==> config.mk <==
export PLATFORM = sky130hd
export DESIGN_NAME = mem_issue_ctrl
export DESIGN_NICKNAME = d
export VERILOG_FILES = /design/src/rtl/mem_issue_ctrl.sv
export SDC_FILE = /design/constraint.sdc
export NUM_CORES = 1
export LEC_CHECK = 0
export ABC_AREA = 1
export CELL_PAD_IN_SITES_DETAIL_PLACEMENT = 0
export CELL_PAD_IN_SITES_GLOBAL_PLACEMENT = 2
export CORE_AREA = 5 5 277 279
export CTS_BUF_LIST = sky130_fd_sc_hd__clkbuf_8 sky130_fd_sc_hd__clkbuf_16
export CTS_CLUSTER_DIAMETER = 120
export DETAILED_ROUTE_END_ITERATION = 7
export DIE_AREA = 0 0 282 284
export PLACE_DENSITY = 0.79
export RECOVER_POWER = 25
export SYNTH_ARGS = -nofsm -noshare
export SYNTH_HDL_FRONTEND = slang
export SYNTH_SLANG_ARGS = --single-unit
==> constraint.sdc <==
create_clock -name clk -period 3.2 [get_ports clk]
set_input_delay 0.64 -clock clk [delete_from_list [all_inputs] [get_ports clk]]
set_output_delay 0.64 -clock clk [all_outputs]
set_load 0.02 [all_outputs]
==> src/rtl/mem_issue_ctrl.sv <==
// Issue sequencer between the memory-ordering unit and the data memory port.
// Accepts one ordered tag at a time, runs the memory access, broadcasts load results on the CDB.
module mem_issue_ctrl #(
  parameter int ADDR_W = 64
) (
  input  logic                clk,
  input  logic                rst_n,
  input  logic [3:0]          mem_tag,
  input  logic [5*ADDR_W-1:0] address_bus,
  input  logic [2*ADDR_W-1:0] store_data_bus,
  output logic                remove,
  output logic                dmem_req,
  output logic                dmem_we,
  output logic [ADDR_W-1:0]   dmem_addr,
  output logic [ADDR_W-1:0]   dmem_wdata,
  input  logic                dmem_ack,
  input  logic [ADDR_W-1:0]   dmem_rdata,
  output logic                cdb_req,
  input  logic                cdb_grant,
  output logic [3:0]          cdb_tag,
  output logic [ADDR_W-1:0]   cdb_data,
  output logic [4:0]          rs_free,
  output logic                busy
);

  typedef enum logic [1:0] {IDLE, REQ, BCAST} state_t;

  state_t            state;
  logic [3:0]        tag_q;
  logic [ADDR_W-1:0] sel_addr;
  logic [ADDR_W-1:0] sel_wdata;
  logic              sel_valid;
  logic              sel_store;

  // Release bit ordering: ld_1..ld_3 on bits 4..2, st_1/st_2 on bits 1..0.
  function automatic logic [4:0] free_mask(input logic [3:0] t);
    logic [4:0] m;
    m = 5'b00000;
    case (t)
      4'd6:    m = 5'b10000;
      4'd7:    m = 5'b01000;
      4'd8:    m = 5'b00100;
      4'd9:    m = 5'b00010;
      4'd10:   m = 5'b00001;
      default: m = 5'b00000;
    endcase
    return m;
  endfunction

  always_comb begin
    sel_addr  = '0;
    sel_wdata = '0;
    sel_valid = 1'b1;
    sel_store = 1'b0;
    case (mem_tag)
      4'd6: sel_addr = address_bus[2*ADDR_W +: ADDR_W];
      4'd7: sel_addr = address_bus[3*ADDR_W +: ADDR_W];
      4'd8: sel_addr = address_bus[4*ADDR_W +: ADDR_W];
      4'd9: begin
        sel_addr  = address_bus[0 +: ADDR_W];
        sel_wdata = store_data_bus[0 +: ADDR_W];
        sel_store = 1'b1;
      end
      4'd10: begin
        sel_addr  = address_bus[ADDR_W +: ADDR_W];
        sel_wdata = store_data_bus[ADDR_W +: ADDR_W];
        sel_store = 1'b1;
      end
      default: sel_valid = 1'b0;
    endcase
  end

  assign busy = (state != IDLE);

  always_ff @(posedge clk or negedge rst_n) begin
    if (!rst_n) begin
      state      <= IDLE;
      tag_q      <= '0;
      remove     <= 1'b0;
      dmem_req   <= 1'b0;
      dmem_we    <= 1'b0;
      dmem_addr  <= '0;
      dmem_wdata <= '0;
      cdb_req    <= 1'b0;
      cdb_tag    <= '0;
      cdb_data   <= '0;
      rs_free    <= '0;
    end else begin
      remove  <= 1'b0;
      rs_free <= '0;
      case (state)
        IDLE: begin
          if (sel_valid) begin
            state      <= REQ;
            tag_q      <= mem_tag;
            remove     <= 1'b1;
            dmem_req   <= 1'b1;
            dmem_we    <= sel_store;
            dmem_addr  <= sel_addr;
            dmem_wdata <= sel_wdata;
          end
        end
        REQ: begin
          if (dmem_ack) begin
            dmem_req   <= 1'b0;
            dmem_we    <= 1'b0;
            dmem_addr  <= '0;
            dmem_wdata <= '0;
            if (dmem_we) begin
              state   <= IDLE;
              rs_free <= free_mask(tag_q);
            end else begin
              state    <= BCAST;
              cdb_req  <= 1'b1;
              cdb_tag  <= tag_q;
              cdb_data <= dmem_rdata;
            end
          end
        end
        BCAST: begin
          if (cdb_grant) begin
            state    <= IDLE;
            cdb_req  <= 1'b0;
            cdb_tag  <= '0;
            cdb_data <= '0;
            rs_free  <= free_mask(tag_q);
          end
        end
        default: state <= IDLE;
      endcase
    end
  end

endmodule

=== Word level (Yosys, flattened, before mapping) ===
Cells that the tools add are included.

* Eq/ne operators: 16
* Mux-type cells: 38
* Reductions and logical operators: 10

{| class="wikitable"
|+ Operators by type and width
! operator !! number
|-
| $pmux 64 s2 || 4
|-
| $mux 64 || 6
|-
| $pmux 64 s5 || 1
|-
| $pmux 5 s5 || 1
|-
| $eq 4x4->1 const B || 6
|-
| $eq 4x3->1 const B || 4
|-
| $mux 5 || 3
|-
| $mux 4 || 3
|-
| $mux 1 || 10
|-
| $pmux 5 s2 || 1
|-
| $mux 2 || 4
|-
| $ne 2x2->1 const B || 4
|-
| $pmux 4 s2 || 1
|-
| $pmux 1 s2 || 3
|-
| $pmux 2 s3 || 1
|-
| $reduce_and 3->1 || 2
|-
| $reduce_bool 2->1 || 3
|-
| $reduce_or 5->1 || 1
|-
| $reduce_and 4->1 || 1
|-
| $eq 2x1->1 const B || 1
|-
| $eq 2x2->1 const B || 1
|-
| $logic_not 2->1 || 1
|-
| $reduce_and 2->1 || 1
|-
| $reduce_or 2->1 || 1
|}

* Flip-flop bits (word level): 211
* Output and inout bits: 206

=== Longest topological paths before layout ===
* Depth after elaboration: 5
* Gate-level depth with buffers: 11
* Depth with buffers taken out: 9

=== Worst setup path before layout ===
Ideal clock, no wire load.

* Path type: register to register
* From: register state[1]
* To: register cdb_data[13]
* Data arrival time: 1.554 ns
* Data required time: 3.080 ns
* Path slack: 1.526 ns
* Stages on the path, launching flop included: 11
* Path buffers: 3
* Clock period less this slack: 1.674 ns
* Cell sequence: dfrtp_1 inv_1 ha_1 nand2_1 o21ai_2 buf_2 nor2_1 buf_2 buf_4 nand3_1 nand2_1

* Longest elaborated chain between the ends: 3
* Elaborated cells between the ends (all ways): 8

{| class="wikitable"
|+ RTL lines
! item !! RTL line !! RTL
|-
| start: declaration || 28 || <nowiki>state_t state;</nowiki>
|-
| start signal: assignment || 77 || <nowiki>state <= IDLE;</nowiki>
|-
| start signal: assignment || 94 || <nowiki>state <= REQ;</nowiki>
|-
| start signal: assignment || 110 || <nowiki>state <= IDLE;</nowiki>
|-
| $eq 2x2->1 / $eq 2x1->1 (equally long branches) || 91 || <nowiki>case (state)</nowiki>
|-
| $ne 2x2->1 (no source line) / $reduce_bool 2->1 (equally long branches) || n/a ||
|-
| $reduce_and 4->1 (no source line) || n/a ||
|-
| end signal: assignment || 116 || <nowiki>cdb_data <= dmem_rdata;</nowiki>
|-
| end: declaration || 21 || <nowiki>output logic [ADDR_W-1:0] cdb_data,</nowiki>
|}

Several ways; a longest one is shown, not always the timed one.
A chain may end at the register's enable or synchronous reset.

=== Worst setup path in the final report ===
* From: register state[0]
* To: output busy

* Longest elaborated chain between the ends: 1

{| class="wikitable"
|+ RTL lines
! item !! RTL line !! RTL
|-
| $reduce_bool 2->1 || 73 || <nowiki>assign busy = (state != IDLE);</nowiki>
|-
| end: declaration || 23 || <nowiki>output logic busy</nowiki>
|}

No other way between the ends.

==> flow_metrics.env <==
export IMPL_yosys_cell_count_top_type="nand2_1"
export IMPL_setup_viol=0
export IMPL_wl_met3_microns=5590
export IMPL_slew_viol_final=75
export IMPL_nets=2960
export IMPL_cp_cell_sequence="inv_1 > ha_1 > inv_1 > clkdlybuf4s50_1"
export IMPL_met1Wirelength_microns=25400
export IMPL_cts_hold_buffers=0
export IMPL_total_power_mw=13.3
export IMPL_crit_start="state[0]"
export IMPL_seq_power_share=0.287
export IMPL_route_detailed_drc=0
export IMPL_critPathArrivalTime_ns=2.25
export IMPL_cp_end_kind="primary output"
export IMPL_synthCells=1758
export IMPL_grt_total_usage=0.157
export IMPL_finalCritPeriodShare=0.902
export IMPL_routed_wl_met2_microns=33500
export IMPL_fill_cells=8045
export IMPL_htreeDepth=1
export IMPL_pin_count=726
export IMPL_seq_area_frac_synth=0.453
export IMPL_start_util=0.158
export IMPL_hold_start="dmem_wdata[52]"
export IMPL_p_int_mw=7.92
export IMPL_fin_skew_ns=0.00591
export IMPL_holdPathStages=2
export IMPL_die_y_microns=284
export IMPL_multi_input_area_sq_um=5750
export IMPL_synth_avg_cell_area_sq_um=6.63
export IMPL_power_frac_clock=0.246
export IMPL_detail_route_antenna_nets=0
export IMPL_reg2reg_depth=8
export IMPL_yosys_warnings=0
export IMPL_grt_max_degree=76
export IMPL_cts_resized=0
export IMPL_portBuffers=725
export IMPL_wl_microns=66800
export IMPL_required_ns=2.56
export IMPL_vdd_drop_max_mv=0.546
export IMPL_critPathMostFrequentCell="inv_1"
export IMPL_hold_ws_ns=0.467
export IMPL_whs_endpoint="dmem_wdata[52]"
export IMPL_design_area_sq_um=20900
export IMPL_cpPeakStageDelay_ns=0.77
export IMPL_cellLeakagePower_nw=10.1
export IMPL_r2r_start="state[1]"
export IMPL_layout_drive_gt1_share=0.0382
export IMPL_combPwrFrac=0.467
export IMPL_cts_sinks=211
export IMPL_dpl_cell_area_sq_um=20000
export IMPL_yosysTopAreaCellShare=0.453
export IMPL_synth_fp_nets=2281
export IMPL_viasPerCell=4.04
export IMPL_wl_per_cell_microns=19.5
export IMPL_core_sq_um=73900
export IMPL_dr_pass1_iters=4
export IMPL_dp_cells=3377
export IMPL_crit_slowest_cell="clkdlybuf4s50_1"
export IMPL_crit_type="flip-flop to primary output"
export IMPL_cp_max_fo=4
export IMPL_synth_cell_types=24
export IMPL_synth_edff_count=0
export IMPL_clock_path_buffers=3
export IMPL_seqCellArea_sq_um=5280
export IMPL_fin_cells=3431
export IMPL_cts_root_buf="clkbuf_16"
export IMPL_cts_tree="yes"
export IMPL_overflow=0
export IMPL_clock_fmax_ghz=0.346
export IMPL_p_switching_mw=5.36
export IMPL_synth_common_cells="1118 x nand2_1, 211 x dfrtp_1, 132 x nand3_1, 77 x o21ai_0, 75 x nor2_1"
export IMPL_dieWidth_microns=282
export IMPL_slew_headroom=-0.539
export IMPL_timing_final_crit_period_ns=2.89
export IMPL_status="complete, but fails checks"
export IMPL_antenna_found_initial=13
export IMPL_switching_share=0.404
export IMPL_grt_first_pass_wirelength_microns=96300
export IMPL_cts_made_buffers=27
export IMPL_grt_pass1_vias=14800
export IMPL_vias=13900
export IMPL_critPathLaunchType="flip-flop"
export IMPL_place_gp_congestion=0.963
export IMPL_hold_path_class="flip-flop to flip-flop"
export IMPL_tightest_slew_ns=2.31
export IMPL_synth_seq_cells=211
export IMPL_hold_violations=0
export IMPL_r2r_end="cdb_data[46]"
export IMPL_ys_async_sr_fraction=1.00
export IMPL_drt_iter0_markers=598
export IMPL_synthFlopType="dfrtp_1"
export IMPL_dp_hpwl_microns=52400
export IMPL_yosys_top_cells_area="dfrtp_1 45%, nand2_1 36%, nand3_1 5.7%"
export IMPL_rows=100
export IMPL_syn_area_sq_um=11700
export IMPL_top_layer_used="met5"
export IMPL_path_clk_slew_ns=0.06
export IMPL_post_cts_setup_buffers=0
export IMPL_worst_skew_pair_late_latency_ns=0.57
export IMPL_reg2reg_slack_ns=0.80
export IMPL_syn_to_final_growth_pct=79.7
export IMPL_fin_setup_tns_ns=0
export IMPL_die_area_sq_um=80100
export IMPL_maxCapViolations=1
export IMPL_p_per_area_nw_per_um2=634
export IMPL_rsz0062_at_grt="false"
export IMPL_synth_top_cell_by_area="dfrtp_1"
export IMPL_failed_checks="capacitance limit, slew limit"
cell type report:
cell class,instances,area share
Antenna cell,4,0.000478
Timing Repair Buffer,759,0.366
Sequential cell,211,0.252
Clock inverter,18,0.0101
Tap cell,969,0.0579
Multi-Input combinational cell,1423,0.275
Inverter,15,0.00269
Clock buffer,32,0.0356
power groups by stage:
stage | registers, mW | clock network [mW] | logic, mW
after floorplan | 4.62 | 0 | 2.31
after global placement | 3.83 | 0 | 6.29
after detailed placement | 3.85 | 0 | 6.32
after CTS | 3.81 | 3.43 | 6.36
after global routing | 3.89 | 3.52 | 6.73
final | 3.80 | 3.27 | 6.21
registers in the layout, summed over array words and instances (netlist names):
register    cells
cdb_data       64
dmem_addr      64
dmem_wdata     64
rs_free         5
cdb_tag         4
tag_q           4
state           2
cdb_req         1
dmem_req        1
dmem_we         1
remove          1
kinds of logic (layout without fill, tap and decap cells):
| group | after synthesis | count (layout) | share of synthesized area |
|---|---|---|---|
| adders and majority gates | 3 | 3 | 0.00322 |
| buffers and inverters | 124 | 824 | 0.0581 |
| DFF | 211 | 211 | 0.453 |
| and+or+nand+nor | 1339 | 1339 | 0.450 |
| AOI/OAI and AO/OA | 81 | 81 | 0.0358 |
| other | 0 | 4 | 0 |
stage by stage:
stage / utilization / worst slack (ns)
finish: 0.283 / 0.313
CTS: 0.284 / 0.229
floorplan: - / 1.53
detailed placement: 0.271 / 0.500
global placement: 0.271 / 0.528
global route: 0.283 / 0.200
layer usage:
metal | GRT usage | up-vias
li1 | - | 6792
met1 | 0.178 | 6461
met2 | 0.282 | 503
met3 | 0.0498 | 95
met4 | 0.0460 | 16
met5 | 0 | -
worst max-delay path by stage:
stage	to	slack, ns	cells after the start
floorplan	cdb_data[13]	1.53	10
global placement	dmem_addr[27]	0.53	11
detailed placement	cdb_data[46]	0.50	6
CTS	busy	0.23	4
global route	busy	0.20	4
finish	busy	0.31	4
placed cells by master, fill, tap and decap left out, drive strengths merged:
| cell type | count |
|---|---|
| a21oi | 1 |
| buf | 27 |
| bufinv | 4 |
| clkbuf | 40 |
| clkdlybuf4s50 | 724 |
| clkinv | 5 |
| clkinvlp | 3 |
| dfrtp | 211 |
| diode | 4 |
| ha | 3 |
| inv | 21 |
| nand2 | 1121 |
| nand3 | 132 |
| nand4 | 2 |
| nor2 | 80 |
| nor3 | 4 |
| o21ai | 79 |
| o22ai | 1 |
critical path, delay by kind of cell (launching register included):
family | cells | cell delay [ns]
buf+inv | 3 | 1.07
flops | 1 | 0.37
fa+ha+maj | 1 | 0.24
Note: power is estimated with default switching activity, not from simulation.
